[src/rtl/touch_pkg.sv]
// Shared types and constants for the touch coordinate conditioning path.
package touch_pkg;

  localparam int unsigned COORD_W   = 16;
  localparam int unsigned H_MAX_DEF = 800;
  localparam int unsigned V_MAX_DEF = 480;

  typedef enum logic {
    IDLE,
    ACCUM
  } state_e;

  // Upper half carries x, lower half y, as the display top splits it.
  function automatic logic [2*COORD_W-1:0] pack_coord(input logic [COORD_W-1:0] x,
                                                      input logic [COORD_W-1:0] y);
    return {x, y};
  endfunction

endpackage

[src/rtl/touch_coord_filter_if.sv]
// Sample input and filtered coordinate output bundle of the touch filter.
interface touch_coord_filter_if;
  import touch_pkg::*;

  logic                   smp_valid;
  logic                   smp_touch;
  logic [COORD_W-1:0]     smp_x;
  logic [COORD_W-1:0]     smp_y;
  logic [2*COORD_W-1:0]   data;
  logic                   data_valid;
  logic                   touch_active;

  modport master (
    output smp_valid, smp_touch, smp_x, smp_y,
    input  data, data_valid, touch_active
  );

  modport slave (
    input  smp_valid, smp_touch, smp_x, smp_y,
    output data, data_valid, touch_active
  );

endinterface

[src/rtl/touch_axis_acc.sv]
// One coordinate axis: clamp to the panel edge, accumulate, and divide by 2**AVG_LOG2.
module touch_axis_acc
  import touch_pkg::*;
#(
  parameter int unsigned MAX      = H_MAX_DEF,
  parameter int unsigned AVG_LOG2 = 2
) (
  input  logic               clk,
  input  logic               rst,
  input  logic [COORD_W-1:0] smp,
  input  logic               load,
  input  logic               add,
  input  logic               clear,
  output logic [COORD_W-1:0] avg
);

  localparam int unsigned        ACC_W = COORD_W + AVG_LOG2;
  localparam logic [COORD_W-1:0] LIMIT = COORD_W'(MAX - 1);

  logic [COORD_W-1:0] clamped;
  logic [ACC_W-1:0]   acc_q;
  logic [ACC_W-1:0]   acc_d;
  logic [ACC_W-1:0]   sum;

  always_comb clamped = (smp > LIMIT) ? LIMIT : smp;

  // Sum includes the current sample so the completing strobe is averaged in directly.
  assign sum = acc_q + ACC_W'(clamped);
  assign avg = sum[AVG_LOG2 +: COORD_W];

  always_comb begin
    acc_d = acc_q;
    if (clear) begin
      acc_d = '0;
    end else if (load) begin
      acc_d = ACC_W'(clamped);
    end else if (add) begin
      acc_d = sum;
    end
  end

  always_ff @(posedge clk) begin
    if (rst) begin
      acc_q <= '0;
    end else begin
      acc_q <= acc_d;
    end
  end

endmodule

[src/rtl/touch_coord_filter.sv]
// Touch sample conditioning: clamp, box-average 2**AVG_LOG2 touched samples, debounce release.
module touch_coord_filter
  import touch_pkg::*;
#(
  parameter int unsigned AVG_LOG2    = 2,
  parameter int unsigned H_MAX       = H_MAX_DEF,
  parameter int unsigned V_MAX       = V_MAX_DEF,
  parameter int unsigned RELEASE_CNT = 3
) (
  input logic                 sys_clk,
  input logic                 sys_rst,
  touch_coord_filter_if.slave bus
);

  localparam int unsigned    CNT_W    = AVG_LOG2 + 1;
  localparam int unsigned    REL_W    = (RELEASE_CNT > 1) ? $clog2(RELEASE_CNT) : 1;
  localparam logic [CNT_W-1:0] CNT_LAST = CNT_W'((1 << AVG_LOG2) - 1);
  localparam logic [REL_W-1:0] REL_LAST = REL_W'(RELEASE_CNT - 1);

  state_e               state_q, state_d;
  logic [CNT_W-1:0]     smp_cnt_q, smp_cnt_d;
  logic [REL_W-1:0]     rel_cnt_q, rel_cnt_d;
  logic [2*COORD_W-1:0] data_q;
  logic                 data_valid_q;
  logic                 touch_active_q, touch_active_d;
  logic                 touched, untouched, batch_done, rel_done;
  logic                 acc_load, acc_add, acc_clear, emit;
  logic [COORD_W-1:0]   avg_x, avg_y;

  assign touched    = bus.smp_valid & bus.smp_touch;
  assign untouched  = bus.smp_valid & ~bus.smp_touch;
  assign batch_done = (smp_cnt_q == CNT_LAST);
  assign rel_done   = (rel_cnt_q == REL_LAST);

  always_ff @(posedge sys_clk) begin
    if (sys_rst) begin
      state_q <= IDLE;
    end else begin
      state_q <= state_d;
    end
  end

  always_comb begin
    state_d = state_q;
    unique case (state_q)
      IDLE:  if (touched) state_d = ACCUM;
      ACCUM: if (untouched && rel_done) state_d = IDLE;
    endcase
  end

  always_comb begin
    acc_load       = 1'b0;
    acc_add        = 1'b0;
    acc_clear      = 1'b0;
    emit           = 1'b0;
    smp_cnt_d      = smp_cnt_q;
    rel_cnt_d      = rel_cnt_q;
    touch_active_d = touch_active_q;
    unique case (state_q)
      IDLE: begin
        if (touched) begin
          acc_load  = 1'b1;
          smp_cnt_d = CNT_W'(1);
          rel_cnt_d = '0;
        end
      end
      ACCUM: begin
        if (touched) begin
          rel_cnt_d = '0;
          if (batch_done) begin
            emit           = 1'b1;
            acc_clear      = 1'b1;
            smp_cnt_d      = '0;
            touch_active_d = 1'b1;
          end else begin
            acc_add   = 1'b1;
            smp_cnt_d = smp_cnt_q + CNT_W'(1);
          end
        end else if (untouched) begin
          if (rel_done) begin
            // Release: partial batch dropped, last published coordinate kept.
            acc_clear      = 1'b1;
            smp_cnt_d      = '0;
            rel_cnt_d      = '0;
            touch_active_d = 1'b0;
          end else begin
            rel_cnt_d = rel_cnt_q + REL_W'(1);
          end
        end
      end
    endcase
  end

  always_ff @(posedge sys_clk) begin
    if (sys_rst) begin
      smp_cnt_q      <= '0;
      rel_cnt_q      <= '0;
      data_q         <= '0;
      data_valid_q   <= 1'b0;
      touch_active_q <= 1'b0;
    end else begin
      smp_cnt_q      <= smp_cnt_d;
      rel_cnt_q      <= rel_cnt_d;
      data_valid_q   <= emit;
      touch_active_q <= touch_active_d;
      if (emit) data_q <= pack_coord(avg_x, avg_y);
    end
  end

  touch_axis_acc #(
    .MAX      (H_MAX),
    .AVG_LOG2 (AVG_LOG2)
  ) u_acc_x (
    .clk   (sys_clk),
    .rst   (sys_rst),
    .smp   (bus.smp_x),
    .load  (acc_load),
    .add   (acc_add),
    .clear (acc_clear),
    .avg   (avg_x)
  );

  touch_axis_acc #(
    .MAX      (V_MAX),
    .AVG_LOG2 (AVG_LOG2)
  ) u_acc_y (
    .clk   (sys_clk),
    .rst   (sys_rst),
    .smp   (bus.smp_y),
    .load  (acc_load),
    .add   (acc_add),
    .clear (acc_clear),
    .avg   (avg_y)
  );

  assign bus.data         = data_q;
  assign bus.data_valid   = data_valid_q;
  assign bus.touch_active = touch_active_q;

endmodule

[src/flat_wrapper.sv]
// flat-port wrapper written by rule: the top's interface ports become plain ports
module touch_coord_filter_flat import touch_pkg::*;
#(
  parameter int unsigned AVG_LOG2    = 2,
  parameter int unsigned H_MAX       = H_MAX_DEF,
  parameter int unsigned V_MAX       = V_MAX_DEF,
  parameter int unsigned RELEASE_CNT = 3
)
  (sys_clk, sys_rst, bus_smp_valid, bus_smp_touch, bus_smp_x, bus_smp_y, bus_data, bus_data_valid, bus_touch_active);
  touch_coord_filter_if bus_i ();
  input logic sys_clk;
  input logic sys_rst;
  input wire logic [$bits(bus_i.smp_valid)-1:0] bus_smp_valid;
  input wire logic [$bits(bus_i.smp_touch)-1:0] bus_smp_touch;
  input wire logic [$bits(bus_i.smp_x)-1:0] bus_smp_x;
  input wire logic [$bits(bus_i.smp_y)-1:0] bus_smp_y;
  output wire logic [$bits(bus_i.data)-1:0] bus_data;
  output wire logic [$bits(bus_i.data_valid)-1:0] bus_data_valid;
  output wire logic [$bits(bus_i.touch_active)-1:0] bus_touch_active;
  assign bus_i.smp_valid = bus_smp_valid;
  assign bus_i.smp_touch = bus_smp_touch;
  assign bus_i.smp_x = bus_smp_x;
  assign bus_i.smp_y = bus_smp_y;
  assign bus_data = bus_i.data;
  assign bus_data_valid = bus_i.data_valid;
  assign bus_touch_active = bus_i.touch_active;
  touch_coord_filter #(.AVG_LOG2(AVG_LOG2), .H_MAX(H_MAX), .V_MAX(V_MAX), .RELEASE_CNT(RELEASE_CNT)) u_core (.sys_clk(sys_clk), .sys_rst(sys_rst), .bus(bus_i));
endmodule
[config.mk]
export PLATFORM = sky130hd
export DESIGN_NAME = touch_coord_filter_flat
export DESIGN_NICKNAME = d
export VERILOG_FILES = /design/src/rtl/touch_pkg.sv /design/src/rtl/touch_coord_filter_if.sv /design/src/rtl/touch_axis_acc.sv /design/src/rtl/touch_coord_filter.sv /design/src/flat_wrapper.sv
export SDC_FILE = /design/constraint.sdc
export NUM_CORES = 1
export LEC_CHECK = 0
export BUFFER_PORTS_ARGS = -buffer_cell sky130_fd_sc_hd__buf_2
export CORE_MARGIN = 4
export CORE_UTILIZATION = 50
export CTS_CLUSTER_DIAMETER = 200
export CTS_CLUSTER_SIZE = 8
export DETAILED_ROUTE_END_ITERATION = 7
export HOLD_SLACK_MARGIN = 0.1
export PLACE_DENSITY = 0.78
export SLEW_MARGIN = 20
export SYNTH_ARGS = -nofsm -noshare
export SYNTH_HDL_FRONTEND = slang
export SYNTH_HIERARCHICAL = 1
export SYNTH_SLANG_ARGS = --single-unit
[constraint.sdc]
create_clock -name sys_clk -period 3.4 [get_ports sys_clk]
set_input_delay 0.51 -clock sys_clk [delete_from_list [all_inputs] [get_ports sys_clk]]
set_output_delay 0.51 -clock sys_clk [all_outputs]
set_load 0.01 [all_outputs]
==> run summary <==
The run finished with clean final reports. Hold is met by 0.4262 ns. The power density over the cells came out at 355.7 nW/µm². The synthesized area per cell came out at 8.458 µm². The tool flagged a number of max-cap violations equal to 0.

The via count of the first global-routing pass was 4,572. The critical-path maximum fanout came out at 4. In the routed design, unresolved DRC markers number 0.

The overall fraction of global-route tracks in use came out at 21.78%. The fraction of power consumed by sequential logic came out at 43.7%. Summed over all cells, the static leakage comes to 2.527 nW. The worst hold path begins at bus_smp_x[1]. The required time of the critical path came out at 3.63 ns. The origin of the critical flop-to-flop path is u_core/smp_cnt_q[0]$_SDFFE_PP0P_. Measured on the finished design, the core utilization comes to 60.27%. The worst-case IR drop observed on VDD is 0.2400 mV. The average vias per placed instance came out at 5.587. The cell row count is 36. The placeable core area is 9910 µm². Yosys mapped a number of flops with a built-in enable equal to 0. The aggregate negative setup slack came out at 0 ns.

The worst hold path terminates at u_core/u_acc_x/acc_q[1]$_SDFFE_PP0P_. The number of synthesized register bits is 76. Entering global routing, the biggest net connects 70 pins. The count of antenna diodes in the layout is 0. Across all layers, the routed design uses 4,637 vias. The CTS tree is yes. The post-CTS clock slew at the launch and capture registers of the worst setup and hold paths is 0.09 ns. The wire length of the first global-routing pass came out at 21,330 µm.

The routability congestion estimate is 0.9570. The sequential share of the synthesized area came out at 29.39%. The relative max-transition margin is 29.24%.

The number of instances in the synthesized netlist is 612. After detailed routing, the total wire length is 12,470 µm. Cell internal power was estimated by the tool at 1.468 mW. The switching power as a share of total power is 30.88%. The number of sinks handled by clock tree synthesis is 76.

For the worst flop-to-flop path, the logic depth is 9. The analysis attributes to net switching a power of 0.6560 mW. STA classifies the critical path endpoint as a register. The number of setup buffers added after CTS is 0. For the worst-skew pair, the clock arrives at the later sink with an insertion delay of 0.35 ns. The post-cts resize count is 0.

The buffer depth of the longest clock path came out at 2. The slew at the pin closest to its max-slew limit is 1.061 ns. The share of the synthesized area in the top cell type is 29.39%.

During synthesis, Yosys emitted a total of 6 warnings. The share of total power dissipated in combinational logic is 22.0%. The signal arrival time at the worst endpoint is 3.45 ns. The vertical die dimension came out at 109.7 µm. The hold violation total from the final report came out at 0.

The minimum clock period after layout is 3.221 ns. The initial antenna violation count came out at 0. The kind of path behind the tightest hold check is input port to register. In the final design database the tool counted 763 nets. The number of endpoints failing setup at the final stage came out at 0.

The number of max-slew violations in the final report is 0. In the synthesized netlist the dominant register cell turns out to be dfxtp_1. The clock share of power is 34.3%.

The worst setup path is of the input port to register kind. The placed wire-length estimate after detailed placement came out at 9121 µm. Once detail routing completed, the nets flagged for antenna violations numbered 0. The number of port buffers came out at 69. The synthesized netlist occupies a cell area of 5176 µm².

The overall die width came out at 109.7 µm. The number of design-rule violations left by the first detailed-router iteration is 259. dfxtp_1 takes more of the synthesized area than any other cell. STA classifies the critical path startpoint as an input port. After global routing the overflow that remains totals 0.

The minimum setup slack among reg-to-reg paths came out at 0.79 ns. The worst register-to-register path ends at u_core/u_acc_x/acc_q[13]$_SDFFE_PP0P_. The cell chosen for the clock root is clkbuf_8.

The maximum operating frequency is 310.5 MHz. The final cycle utilization of the critical path came out at 94.73%. The share of flip-flops with an asynchronous set or reset is 0%. The cell depth of the worst min-delay path came out at 2.

By area the synthesized netlist is led by dfxtp_1 29%, mux2i_1 8.7%, nand2b_1 8.6%. The distinct cell type count of the synthesized netlist came out at 71. The first detailed-routing pass ran for 4 iterations. The worst setup skew after layout is 0.01338 ns. The post-detailed-route wirelength per cell is 15.02 µm.

The share of cells above drive strength 1 is 20.95%. The area of the die came out at 12,040 µm². The synthesis-to-finish area growth is 15.37%. The initial utilization of the core area, before any placement, comes to 52.23%.

Setup repair after global routing left no endpoint under its margin. The first element of the critical path is bus_smp_y[13]. The top-level I/O count is 70. The total CTS buffers is 9.

The H-tree generated during clock tree synthesis spans 3 levels. The hold buffer count at cts came out at 0.
==> through the flow <==
step,cells,area (µm²),setup slack [ns],power [mW]
after floorplan,623,5218,0.08886,1.280
after global placement,814,5744,-0.07184,1.391
after detailed placement,814,5744,-0.1908,1.404
after CTS,830,5949,0.1565,2.137
after global routing,830,5972,0.007447,2.244
final,830,5972,0.1793,2.124
==> power groups by stage <==
| stage | clock, mW | combinational (mW) | sequential [mW] |
|---|---|---|---|
| after global routing | 0.789 | 0.523 | 0.932 |
| after detailed placement | 0 | 0.454 | 0.950 |
| final | 0.728 | 0.468 | 0.929 |
| after global placement | 0 | 0.443 | 0.948 |
| after CTS | 0.750 | 0.458 | 0.929 |
| after floorplan | 0 | 0.336 | 0.945 |
==> layout by cell type (no fill, tap or decap), types with 8 or more instances in the layout <==
cell type	count
a211oi_1	17
a21o_1	12
a21oi_1	46
buf_2	69
buf_4	21
clkbuf_8	9
conb_1	13
dfxtp_1	76
ha_1	33
inv_1	19
mux2i_1	45
nand2_1	36
nand2b_1	71
nand3_1	14
nor2_1	34
nor2b_1	8
o21ai_0	27
or2_2	15
xnor2_1	17
xor2_1	14
==> per-layer routing <==
layer	vias up	global-route usage (%)	routed length (µm)
li1	2313	-	-
met5	-	0	0
met3	15	3.934	612
met1	2184	28.29	5577
met4	0	5.788	186
met2	125	37.14	6092
==> synthesized netlist by cell type, types with 3 or more instances <==
master	number
a21oi_1	48
dfxtp_1	76
o211ai_1	6
clkbuf_1	18
nand4_1	6
inv_1	19
a211oi_1	17
nand2b_1	71
xnor2_1	17
o21ai_0	27
mux2i_1	45
a21o_1	12
nor2b_1	8
and3_1	3
nand2_1	36
nor2_1	36
xor2_1	14
or3_1	4
o31ai_1	3
o21bai_1	4
buf_6	4
nand3_1	14
and2_1	4
or2_2	15
buf_2	5
ha_1	33
nor3_1	4
==> cell families after synthesis <==
group	after synthesis	share of synthesized area, %
buffers and inverters	52	4.665
AND/OR/NAND/NOR	218	23.04
adder cells (fa/ha/maj)	35	8.750
multiplexers	46	8.919
other	2	0.1451
AO/OA/AOI/OAI	152	19.85
flip-flops	76	29.39
XOR/XNOR	31	5.245
==> critical path: stages <==
cell and delay (ns):
buf_2 0.10, nor4_2 0.25, nand2_1 0.11, a41o_1 0.26
nor2_2 0.13, inv_1 0.05, ha_1 0.20, fa_1 0.39
a21o_1 0.23, a221o_2 0.37, o221a_4 0.23, a31oi_2 0.24
nand2b_1 0.15, xor2_1 0.15, nor2_1 0.06
==> layout make-up <==
cell class	instances	area, µm²
Fill cell	895	3938
Clock buffer	9	123.9
Tap cell	133	166.4
Timing Repair Buffer	91	523.0
Sequential cell	76	1521
Multi-Input combinational cell	495	3485
Inverter	19	71.32
Clock inverter	7	81.33
==> state kept, by name, summed over array words and instances, names as in the netlist <==
signal and flops:
u_core/rel_cnt_q 2, u_core/bus.data 32, u_core/bus.touch_active 1, u_core/bus.data_valid 1, u_core/smp_cnt_q 3, u_core/state_q 1, u_core/u_acc_x/acc_q 18, u_core/u_acc_y/acc_q 18
==> how the worst max path moves through the flow <==
| stage | slack [ns] | end |
|---|---|---|
| floorplan | 0.09 | u_core/u_acc_y/acc_q[16]$_SDFFE_PP0P_ |
| global placement | -0.07 | u_core/bus.data[12]$_SDFFE_PP0P_ |
| detailed placement | -0.19 | u_core/bus.data[12]$_SDFFE_PP0P_ |
| CTS | 0.16 | u_core/u_acc_y/acc_q[16]$_SDFFE_PP0P_ |
| global route | 0.007 | u_core/bus.data[12]$_SDFFE_PP0P_ |
| finish | 0.18 | u_core/u_acc_y/acc_q[16]$_SDFFE_PP0P_ |
Note: power is estimated with default switching activity, not from simulation.
